File: config.mk
export PLATFORM = sky130hd
export DESIGN_NAME = cw_dec_ctrl_flat
export DESIGN_NICKNAME = d
export VERILOG_FILES = /design/src/rtl/cwc_pkg.sv /design/src/rtl/cw_dec_ctrl_if.sv /design/src/rtl/cw_out_fifo.sv /design/src/rtl/cw_dec_ctrl.sv /design/src/flat_wrapper.sv
export SDC_FILE = /design/constraint.sdc
export NUM_CORES = 1
export LEC_CHECK = 0
export BUFFER_PORTS_ARGS = -buffer_cell sky130_fd_sc_hd__buf_4
export CORE_MARGIN = 5
export CORE_UTILIZATION = 45
export CTS_BUF_LIST = sky130_fd_sc_hd__clkbuf_16
export CTS_CLUSTER_DIAMETER = 80
export DETAILED_ROUTE_END_ITERATION = 8
export GPL_TIMING_DRIVEN = 0
export SYNTH_ARGS = -nofsm -noshare
export SYNTH_HDL_FRONTEND = slang
export SYNTH_SLANG_ARGS = --single-unit
File: constraint.sdc
create_clock -name clk -period 4.7 [get_ports clk]
set_input_delay 1.175 -clock clk [delete_from_list [all_inputs] [get_ports clk]]
set_output_delay 1.175 -clock clk [all_outputs]
set_load 0.01 [all_outputs]
File: src/rtl/cwc_pkg.sv
// cwc_pkg: shared defaults and FSM state type for the codeword decoder controller
package cwc_pkg;
  localparam int CW_W_DEF = 18;
  localparam int N_WORDS_DEF = 9;
  localparam int OUT_W_DEF = 8;
  typedef enum logic [2:0] {IDLE, LOAD, START, RUN, FLUSH} state_t;
endpackage

File: src/rtl/cw_dec_ctrl_if.sv
// cw_dec_ctrl_if: host codeword input and packed-bit output handshakes
interface cw_dec_ctrl_if import cwc_pkg::*; #(
  parameter int CW_W = CW_W_DEF,
  parameter int OUT_W = OUT_W_DEF
);
  localparam int NB_W = $clog2(OUT_W + 1);
  logic s_valid;
  logic s_ready;
  logic [CW_W-1:0] s_data;
  logic m_valid;
  logic m_ready;
  logic [OUT_W-1:0] m_data;
  logic [NB_W-1:0] m_nbits;
  logic m_last;
  modport slave (input s_valid, s_data, m_ready, output s_ready, m_valid, m_data, m_nbits, m_last);
  modport master (output s_valid, s_data, m_ready, input s_ready, m_valid, m_data, m_nbits, m_last);
endinterface

File: src/rtl/cw_out_fifo.sv
// cw_out_fifo: synchronous show-ahead FIFO, push accepted when full if a pop happens the same cycle
module cw_out_fifo #(
  parameter int W = 8,
  parameter int DEPTH = 4
) (
  input  logic clk,
  input  logic rst_b,
  input  logic push,
  input  logic pop,
  input  logic [W-1:0] din,
  output logic [W-1:0] dout,
  output logic empty,
  output logic full
);
  localparam int AW = DEPTH > 1 ? $clog2(DEPTH) : 1;
  logic [W-1:0] mem [DEPTH];
  logic [AW-1:0] rd, wr;
  logic [AW:0] cnt;
  logic do_push, do_pop;
  assign empty = cnt == '0;
  assign full = cnt == (AW+1)'(DEPTH);
  assign do_pop = pop && !empty;
  assign do_push = push && (!full || do_pop);
  assign dout = empty ? '0 : mem[rd];
  // pointer and occupancy bookkeeping
  always_ff @(posedge clk or negedge rst_b)
    if (!rst_b) begin
      rd <= '0;
      wr <= '0;
      cnt <= '0;
    end else begin
      rd <= do_pop ? (rd == AW'(DEPTH - 1) ? '0 : rd + AW'(1)) : rd;
      wr <= do_push ? (wr == AW'(DEPTH - 1) ? '0 : wr + AW'(1)) : wr;
      cnt <= cnt + (AW+1)'(do_push) - (AW+1)'(do_pop);
    end
  // storage array, contents are don't-care while empty
  always_ff @(posedge clk)
    if (do_push) mem[wr] <= din;
endmodule

File: src/rtl/cw_dec_ctrl.sv
// cw_dec_ctrl: loads a codeword frame into the decoder and packs its serial output bits into words
module cw_dec_ctrl import cwc_pkg::*; #(
  parameter int CW_W = CW_W_DEF,
  parameter int N_WORDS = N_WORDS_DEF,
  parameter int OUT_W = OUT_W_DEF,
  parameter int TIMEOUT = 4096
) (
  input  logic clk,
  input  logic rst_b,
  cw_dec_ctrl_if.slave bus,
  output logic [CW_W-1:0] dec_msg_bype,
  output logic dec_wr_en,
  output logic dec_start,
  input  logic dec_bin_msg,
  input  logic dec_msg_rdy,
  input  logic dec_msg_done,
  output logic busy,
  output logic err_ovf,
  output logic err_tmo,
  input  logic clr_err
);
  localparam int NB_W = $clog2(OUT_W + 1);
  localparam int WC_W = $clog2(N_WORDS + 1);
  localparam int TM_W = $clog2(TIMEOUT + 1);
  localparam int E_W = OUT_W + NB_W + 1;
  state_t state, state_n;
  logic [WC_W-1:0] wcnt;
  logic [TM_W-1:0] timer;
  logic [OUT_W-1:0] pk, pk_n, word;
  logic [NB_W-1:0] cnt, cnt_n;
  logic acc, bit_in, done_ev, tmo_ev, fin, full, push, can_push, new_drop, side_v;
  logic f_push, f_pop, f_empty, f_full;
  logic [E_W-1:0] ent, side, f_din, f_dout;
  assign acc = bus.s_valid && bus.s_ready;
  assign bit_in = state == RUN && dec_msg_rdy;
  assign done_ev = state == RUN && dec_msg_done;
  assign tmo_ev = state == RUN && !dec_msg_done && timer == TM_W'(TIMEOUT);
  assign fin = done_ev || tmo_ev;
  assign pk_n = bit_in ? {pk[OUT_W-2:0], dec_bin_msg} : pk;
  assign cnt_n = cnt + NB_W'(bit_in);
  assign full = cnt_n == NB_W'(OUT_W);
  assign push = full || fin;
  assign word = pk_n << (NB_W'(OUT_W) - cnt_n);
  assign ent = {word, cnt_n, fin};
  assign f_pop = bus.m_valid && bus.m_ready;
  assign can_push = !f_full || f_pop;
  assign f_push = (side_v || push) && can_push;
  assign f_din = side_v ? side : ent;
  assign new_drop = push && (side_v || !can_push);
  assign busy = state != IDLE;
  assign bus.m_valid = !f_empty;
  assign {bus.m_data, bus.m_nbits, bus.m_last} = f_dout;
  // state register
  always_ff @(posedge clk or negedge rst_b)
    if (!rst_b) state <= IDLE;
    else state <= state_n;
  // next-state logic
  always_comb begin
    state_n = state;
    case (state)
      IDLE:  state_n = acc ? (N_WORDS == 1 ? START : LOAD) : IDLE;
      LOAD:  state_n = acc && wcnt == WC_W'(N_WORDS - 1) ? START : LOAD;
      START: state_n = RUN;
      RUN:   state_n = fin ? FLUSH : RUN;
      FLUSH: state_n = IDLE;
      default: state_n = IDLE;
    endcase
  end
  // host intake, decoder load strobes and run timer; s_ready tracks the upcoming state
  always_ff @(posedge clk or negedge rst_b)
    if (!rst_b) begin
      wcnt <= '0;
      timer <= '0;
      dec_wr_en <= 1'b0;
      dec_start <= 1'b0;
      dec_msg_bype <= '0;
      bus.s_ready <= 1'b0;
    end else begin
      wcnt <= acc ? (state == IDLE ? WC_W'(1) : wcnt + WC_W'(1)) : wcnt;
      timer <= state == RUN ? timer + TM_W'(1) : '0;
      dec_wr_en <= acc;
      dec_start <= state == START;
      dec_msg_bype <= acc ? bus.s_data : dec_msg_bype;
      bus.s_ready <= state_n == IDLE || state_n == LOAD;
    end
  // bit packer, cleared whenever a word leaves or outside RUN
  always_ff @(posedge clk or negedge rst_b)
    if (!rst_b) begin
      pk <= '0;
      cnt <= '0;
    end else begin
      pk <= push || state != RUN ? '0 : pk_n;
      cnt <= push || state != RUN ? '0 : cnt_n;
    end
  // terminator side slot and sticky error flags; a new event beats clr_err
  always_ff @(posedge clk or negedge rst_b)
    if (!rst_b) begin
      side_v <= 1'b0;
      side <= '0;
      err_ovf <= 1'b0;
      err_tmo <= 1'b0;
    end else begin
      side_v <= new_drop && ent[0] ? 1'b1 : side_v && !can_push;
      side <= new_drop && ent[0] ? ent : side;
      err_ovf <= new_drop || (err_ovf && !clr_err);
      err_tmo <= tmo_ev || (err_tmo && !clr_err);
    end
  cw_out_fifo #(.W(E_W), .DEPTH(4)) u_fifo (
    .clk(clk),
    .rst_b(rst_b),
    .push(f_push),
    .pop(f_pop),
    .din(f_din),
    .dout(f_dout),
    .empty(f_empty),
    .full(f_full)
  );
endmodule

File: src/flat_wrapper.sv
// flat-port wrapper written by rule: the top's interface ports become plain ports
module cw_dec_ctrl_flat import cwc_pkg::*;
#(
  parameter int CW_W = CW_W_DEF,
  parameter int N_WORDS = N_WORDS_DEF,
  parameter int OUT_W = OUT_W_DEF,
  parameter int TIMEOUT = 4096
)
  (clk, rst_b, dec_msg_bype, dec_wr_en, dec_start, dec_bin_msg, dec_msg_rdy, dec_msg_done, busy, err_ovf, err_tmo, clr_err, bus_s_valid, bus_s_data, bus_m_ready, bus_s_ready, bus_m_valid, bus_m_data, bus_m_nbits, bus_m_last);
  cw_dec_ctrl_if #(.CW_W(CW_W), .OUT_W(OUT_W)) bus_i ();
  input  logic clk;
  input  logic rst_b;
  output logic [CW_W-1:0] dec_msg_bype;
  output logic dec_wr_en;
  output logic dec_start;
  input  logic dec_bin_msg;
  input  logic dec_msg_rdy;
  input  logic dec_msg_done;
  output logic busy;
  output logic err_ovf;
  output logic err_tmo;
  input  logic clr_err;
  input wire logic [$bits(bus_i.s_valid)-1:0] bus_s_valid;
  input wire logic [$bits(bus_i.s_data)-1:0] bus_s_data;
  input wire logic [$bits(bus_i.m_ready)-1:0] bus_m_ready;
  output wire logic [$bits(bus_i.s_ready)-1:0] bus_s_ready;
  output wire logic [$bits(bus_i.m_valid)-1:0] bus_m_valid;
  output wire logic [$bits(bus_i.m_data)-1:0] bus_m_data;
  output wire logic [$bits(bus_i.m_nbits)-1:0] bus_m_nbits;
  output wire logic [$bits(bus_i.m_last)-1:0] bus_m_last;
  assign bus_i.s_valid = bus_s_valid;
  assign bus_i.s_data = bus_s_data;
  assign bus_i.m_ready = bus_m_ready;
  assign bus_s_ready = bus_i.s_ready;
  assign bus_m_valid = bus_i.m_valid;
  assign bus_m_data = bus_i.m_data;
  assign bus_m_nbits = bus_i.m_nbits;
  assign bus_m_last = bus_i.m_last;
  cw_dec_ctrl #(.CW_W(CW_W), .N_WORDS(N_WORDS), .OUT_W(OUT_W), .TIMEOUT(TIMEOUT)) u_core (.clk(clk), .rst_b(rst_b), .bus(bus_i), .dec_msg_bype(dec_msg_bype), .dec_wr_en(dec_wr_en), .dec_start(dec_start), .dec_bin_msg(dec_bin_msg), .dec_msg_rdy(dec_msg_rdy), .dec_msg_done(dec_msg_done), .busy(busy), .err_ovf(err_ovf), .err_tmo(err_tmo), .clr_err(clr_err));
endmodule
==> qor.txt <==
LOGIC SYNTHESIS
-----------------------------------------------------------------------------------------------------
Share of the synthesized area in compound gates (AO/OA/AOI/OAI)                               0.07244
Fraction of synthesized area in multiplexers                                                   0.1242
EDFF count, synth                                                                                  52
Number of flip-flops and latches in the synthesized netlist                                       128
Fraction of synthesized cell area in xor and xnor cells                                       0.03189
Post-synthesis share of cell area spent on full adders, half adders and majority gates        0.03464
Sequential element share of the synthesized area                                               0.5846
Simple-gate share of the synthesized area                                                      0.1214
Async set-reset flop share out of synthesis                                                    0.5938
Number of cells produced by synthesis                                                             468
Most numerous cell in the Yosys netlist                                                       dfrtp_1
Syn Nets                                                                                          509
Area share of the largest cell type after synthesis                                            0.3210
Area of the mapped netlist                                                                  5924 um^2
Biggest area contributors in the synthesized netlist                                     dfrtp_1 (32%), edfxtp_1 (26%), mux4_2 (5.3%)
Post-synth top area cell                                                                      dfrtp_1
Mean cell area of the mapped netlist                                                       12.66 um^2
Distinct cells, synth                                                                              61
Most used standard cells in the synthesized netlist                                      dfrtp_1 (76), edfxtp_1 (52), nand2_1 (40)
Main combinational cell family by area after synthesis                                   multiplexers
Ys flop type                                                                                  dfrtp_1
Synthesis warning total                                                                             0

CRITICAL PATH
-----------------------------------------------------------------------------------------------------
CP Data Arrival Time                                                                          4730 ps
Worst-case register-to-register setup slack                                                    560 ps
Data required, critical path                                                                  4990 ps
Max FO, Critical Path                                                                              11
Cell with the biggest individual delay on the critical path                                      fa_1
Cell depth of the worst flop-to-flop path                                                          15
Most frequent cell on the critical path                                                          ha_1
Worst flop-to-flop path startpoint                                                       u_core.state[2]$_DFF_PN0_
Worst Path Class, Setup                                                                     in -> reg
Nature of the critical path startpoint                                                     input port
Delay contributed by the slowest stage of the critical path                                    380 ps
Kind of capture point of the worst setup path                                                register
Chain of cells forming the critical path                                                 buf_4 > nand4b_4 > inv_4 > buf_6 > ha_1 > inv_1 > ha_1 > clkbuf_1 > o21ai_0 > a31oi_4 > inv_1 > ha_1 > inv_1 > ha_1 > fa_1 > xnor2_1
Reg2Reg Capture Point                                                                    u_core.u_fifo.cnt[2]$_DFF_PN0_

MIN PATH
-----------------------------------------------------------------------------------------------------
Min-Delay Startpoint                                                                     u_core.side[0]$_DFFE_PN0P_
Hold/Removal Path Class                                                                    reg -> reg
Worst hold path depth                                                                               1
Hold worst-path end                                                                      u_core.side[0]$_DFFE_PN0P_

PLACEMENT
-----------------------------------------------------------------------------------------------------
Number of placed instances with taps included                                                     707
Setup WS pre-CTS                                                                            -371.4 ps
Placer's final routability congestion estimate                                                 0.7794
Port Buffer Count                                                                                  63
Post-DP HPWL                                                                                 8.033 mm

CTS
-----------------------------------------------------------------------------------------------------
Clock-pin slew reported for the worst setup and hold paths after clock tree synthesis           60 ps
CTS tree                                                                                        built
Buffer depth of the longest clock path                                                              2
Clock Latency Late Sink                                                                        410 ps
Inserted Clock Buffers                                                                             17
Number of sinks on the clock net                                                                  128
Clock Tree Root                                                                             clkbuf_16
H-Tree Depth                                                                                        4

GRT
-----------------------------------------------------------------------------------------------------
Pin count of the biggest net entering global routing                                               77
Via count of the first global-routing pass                                                      3,864
Initial antenna violation count                                                                     0
Aggregate global routing overflow                                                                   0
Combined global-route utilization of all metal layers                                          0.1532
First-pass GRT wire length                                                                   19.22 mm

ROUTE
-----------------------------------------------------------------------------------------------------
DRC errors left                                                                                     0
Routed wire length                                                                           11.43 mm
Average via count per standard cell                                                             5.160
Number of violations reported at the end of detailed-routing iteration 0                          211
Avg WL per Cell                                                                              15.49 um
Count of TritonRoute iterations in the first routing pass                                           4
Number of nets with antenna violations after routing                                                0
Routed vias                                                                                     3,808

POWER
-----------------------------------------------------------------------------------------------------
Int Pwr                                                                                    0.002744 W
Switching Fraction                                                                             0.2845
Portion of total power attributed to combinational logic                                        0.275
Worst vdd ir                                                                                 267.1 uV
Sequential fraction of design power                                                             0.376
Pwr dens                                                                                 531.4 nW/um^2
Switching power                                                                            0.001091 W
Share of total power in the clock network                                                       0.349
Leakage                                                                                      2.921 nW

TIMING
-----------------------------------------------------------------------------------------------------
Final Hold Violating Endpoints                                                                      0
Slew Limit Headroom                                                                            0.1716
Minimum period implied by the final worst setup slack                                         4438 ps
Setup violation total in the final timing report                                                    0
Maximum frequency from static timing analysis                                               225.3 MHz
Count of final max-slew check failures                                                              0
Worst slack on hold paths                                                                    477.1 ps
Period Utilization, post-route                                                                 0.9443
Worst Setup Slack, final                                                                     262.0 ps
Setup clock skew after layout                                                                5.607 ps
Setup repair after global routing missed its margin                                                no
Tightest Pin Transition                                                                       1225 ps

LAYOUT
-----------------------------------------------------------------------------------------------------
Final standard cell count with taps included and fillers excluded                                 738
Finished Core Util                                                                             0.5515
Number of diodes added for antenna fixing                                                           0
# nets final                                                                                      590
Synthesis-to-layout area growth                                                                21.82%
Final-layout fill cell count                                                                    1,119
Share of layout cells above drive strength 1                                                   0.2616

FLOORPLAN
-----------------------------------------------------------------------------------------------------
Initial Util                                                                                   0.4528
I/O pin total                                                                                      64
Die height                                                                                   124.7 um
Std-Cell Rows                                                                                      42
Full die area                                                                             15,560 um^2
Die span in x                                                                                124.7 um
Placeable core region                                                                     13,090 um^2

RUN
-----------------------------------------------------------------------------------------------------
Max_cap viols                                                                                       0

OUTCOME
-----------------------------------------------------------------------------------------------------
Result of the run                                                                        finished clean

==> kinds of logic after synthesis <==
group	after synthesis
and+or+nand+nor	144
DFF	128
AOI/OAI and AO/OA	66
muxes	53
buffers and inverters	44
xor gates and xnor gates	17
adders and majority gates	16
==> flip-flops by register name, summed over array words and instances, names as in the netlist, 2 cells and up <==
name                 cells
u_core.cnt               4
u_core.dec_msg_bype     18
u_core.pk                8
u_core.side             13
u_core.state             3
u_core.timer            13
u_core.u_fifo.cnt        3
u_core.u_fifo.mem       52
u_core.u_fifo.rd         2
u_core.u_fifo.wr         2
u_core.wcnt              4
==> area by class of cell <==
| class | instances | area (um^2) | area share |
|---|---|---|---|
| flip-flops and latches | 128 | 3463 | 0.4799 |
| well taps | 176 | 220.2 | 0.03051 |
| plain buffers | 19 | 86.33 | 0.01196 |
| clock buffers | 17 | 425.4 | 0.05895 |
| inverters | 24 | 92.59 | 0.01283 |
| clock inverters | 15 | 177.7 | 0.02462 |
| repair buffers | 63 | 473.0 | 0.06553 |
| multi-input cells | 296 | 2278 | 0.3157 |
==> worst max path at each step <==
stage / from / to / slack [ps] / cells past startpoint
after global placement: dec_msg_rdy / u_core.u_fifo.cnt[2]$_DFF_PN0_ / -360 / 17
after detailed placement: dec_msg_rdy / u_core.u_fifo.cnt[2]$_DFF_PN0_ / -370 / 17
after CTS: dec_msg_rdy / u_core.u_fifo.cnt[2]$_DFF_PN0_ / 50 / 17
final: dec_msg_rdy / u_core.u_fifo.cnt[2]$_DFF_PN0_ / 260 / 16
after global routing: dec_msg_rdy / u_core.u_fifo.cnt[2]$_DFF_PN0_ / 2 / 16
after floorplan: dec_msg_rdy / u_core.u_fifo.cnt[2]$_DFF_PN0_ / 340 / 16
==> worst max-delay path, delay by kind of cell <==
kind	cells	cell delay (ps)
buffers and inverters	7	1190
XOR/XNOR	1	140
AO/OA/AOI/OAI	2	700
AND/OR/NAND/NOR	1	180
adder cells (fa/ha/maj)	5	1340
==> power groups by stage <==
stage | Combinational [W] | Sequential, W | Clock, W
2_1_floorplan | 0.000651 | 0.00147 | 0
3_3_place_gp | 0.00106 | 0.00145 | 0
3_5_place_dp | 0.00108 | 0.00146 | 0
4_1_cts | 0.00108 | 0.00144 | 0.00137
5_1_grt | 0.00117 | 0.00146 | 0.00142
6_report | 0.00106 | 0.00144 | 0.00134
==> metal layers <==
metal / global-route usage / share of wire / vias up / wire length [um]
met1: 0.1866 / 0.43 / 1895 / 4957
met4: 0.05222 / 0.013 / 0 / 148
met5: 0 / 0 / - / 0
li1: - / - / 1841 / -
met3: 0.04331 / 0.034 / 14 / 392
met2: 0.2618 / 0.52 / 58 / 5931
==> stage by stage <==
step	power, W	area (um^2)	TNS (ps)
after floorplan	0.002118	5924	0
after global placement	0.002509	6618	-10590
after detailed placement	0.002541	6618	-10620
after CTS	0.003893	7221	0
after global routing	0.004053	7217	0
final	0.003835	7217	0
==> repair_timing <==
item | CTS | global route
endpoints found under the setup margin | 0 | 2
resized for setup | 0 | 0
buffers inserted | 0 | 0
hold buffers | 0 | 0
==> placed cells by master (no fill, tap or decap), types with 2 or more instances in the layout <==
cell type,netlist,routed
a211oi_1,2,2
a21o_1,2,2
a21oi_1,12,12
a311o_1,2,2
a31oi_1,4,4
a31oi_4,2,2
and2_1,18,18
and3_1,3,3
buf_2,5,5
buf_4,0,63
bufinv_16,0,4
clkbuf_1,13,12
clkbuf_16,0,17
clkinv_1,2,4
clkinv_2,0,4
clkinvlp_4,0,3
dfrtp_1,76,76
edfxtp_1,52,52
ha_1,14,14
inv_1,20,22
mux2_2,24,24
mux2i_1,15,15
mux4_2,14,14
nand2_1,40,40
nand3_1,9,9
nand4_1,5,5
nor2_1,39,39
nor3_1,9,9
nor3b_1,2,2
o21ai_0,20,20
o21ai_1,7,7
o22ai_1,4,4
o31ai_1,4,4
or2_1,2,2
or3_1,4,4
xnor2_1,8,8
xor2_1,6,6
Power figures use the tool's default switching activity.
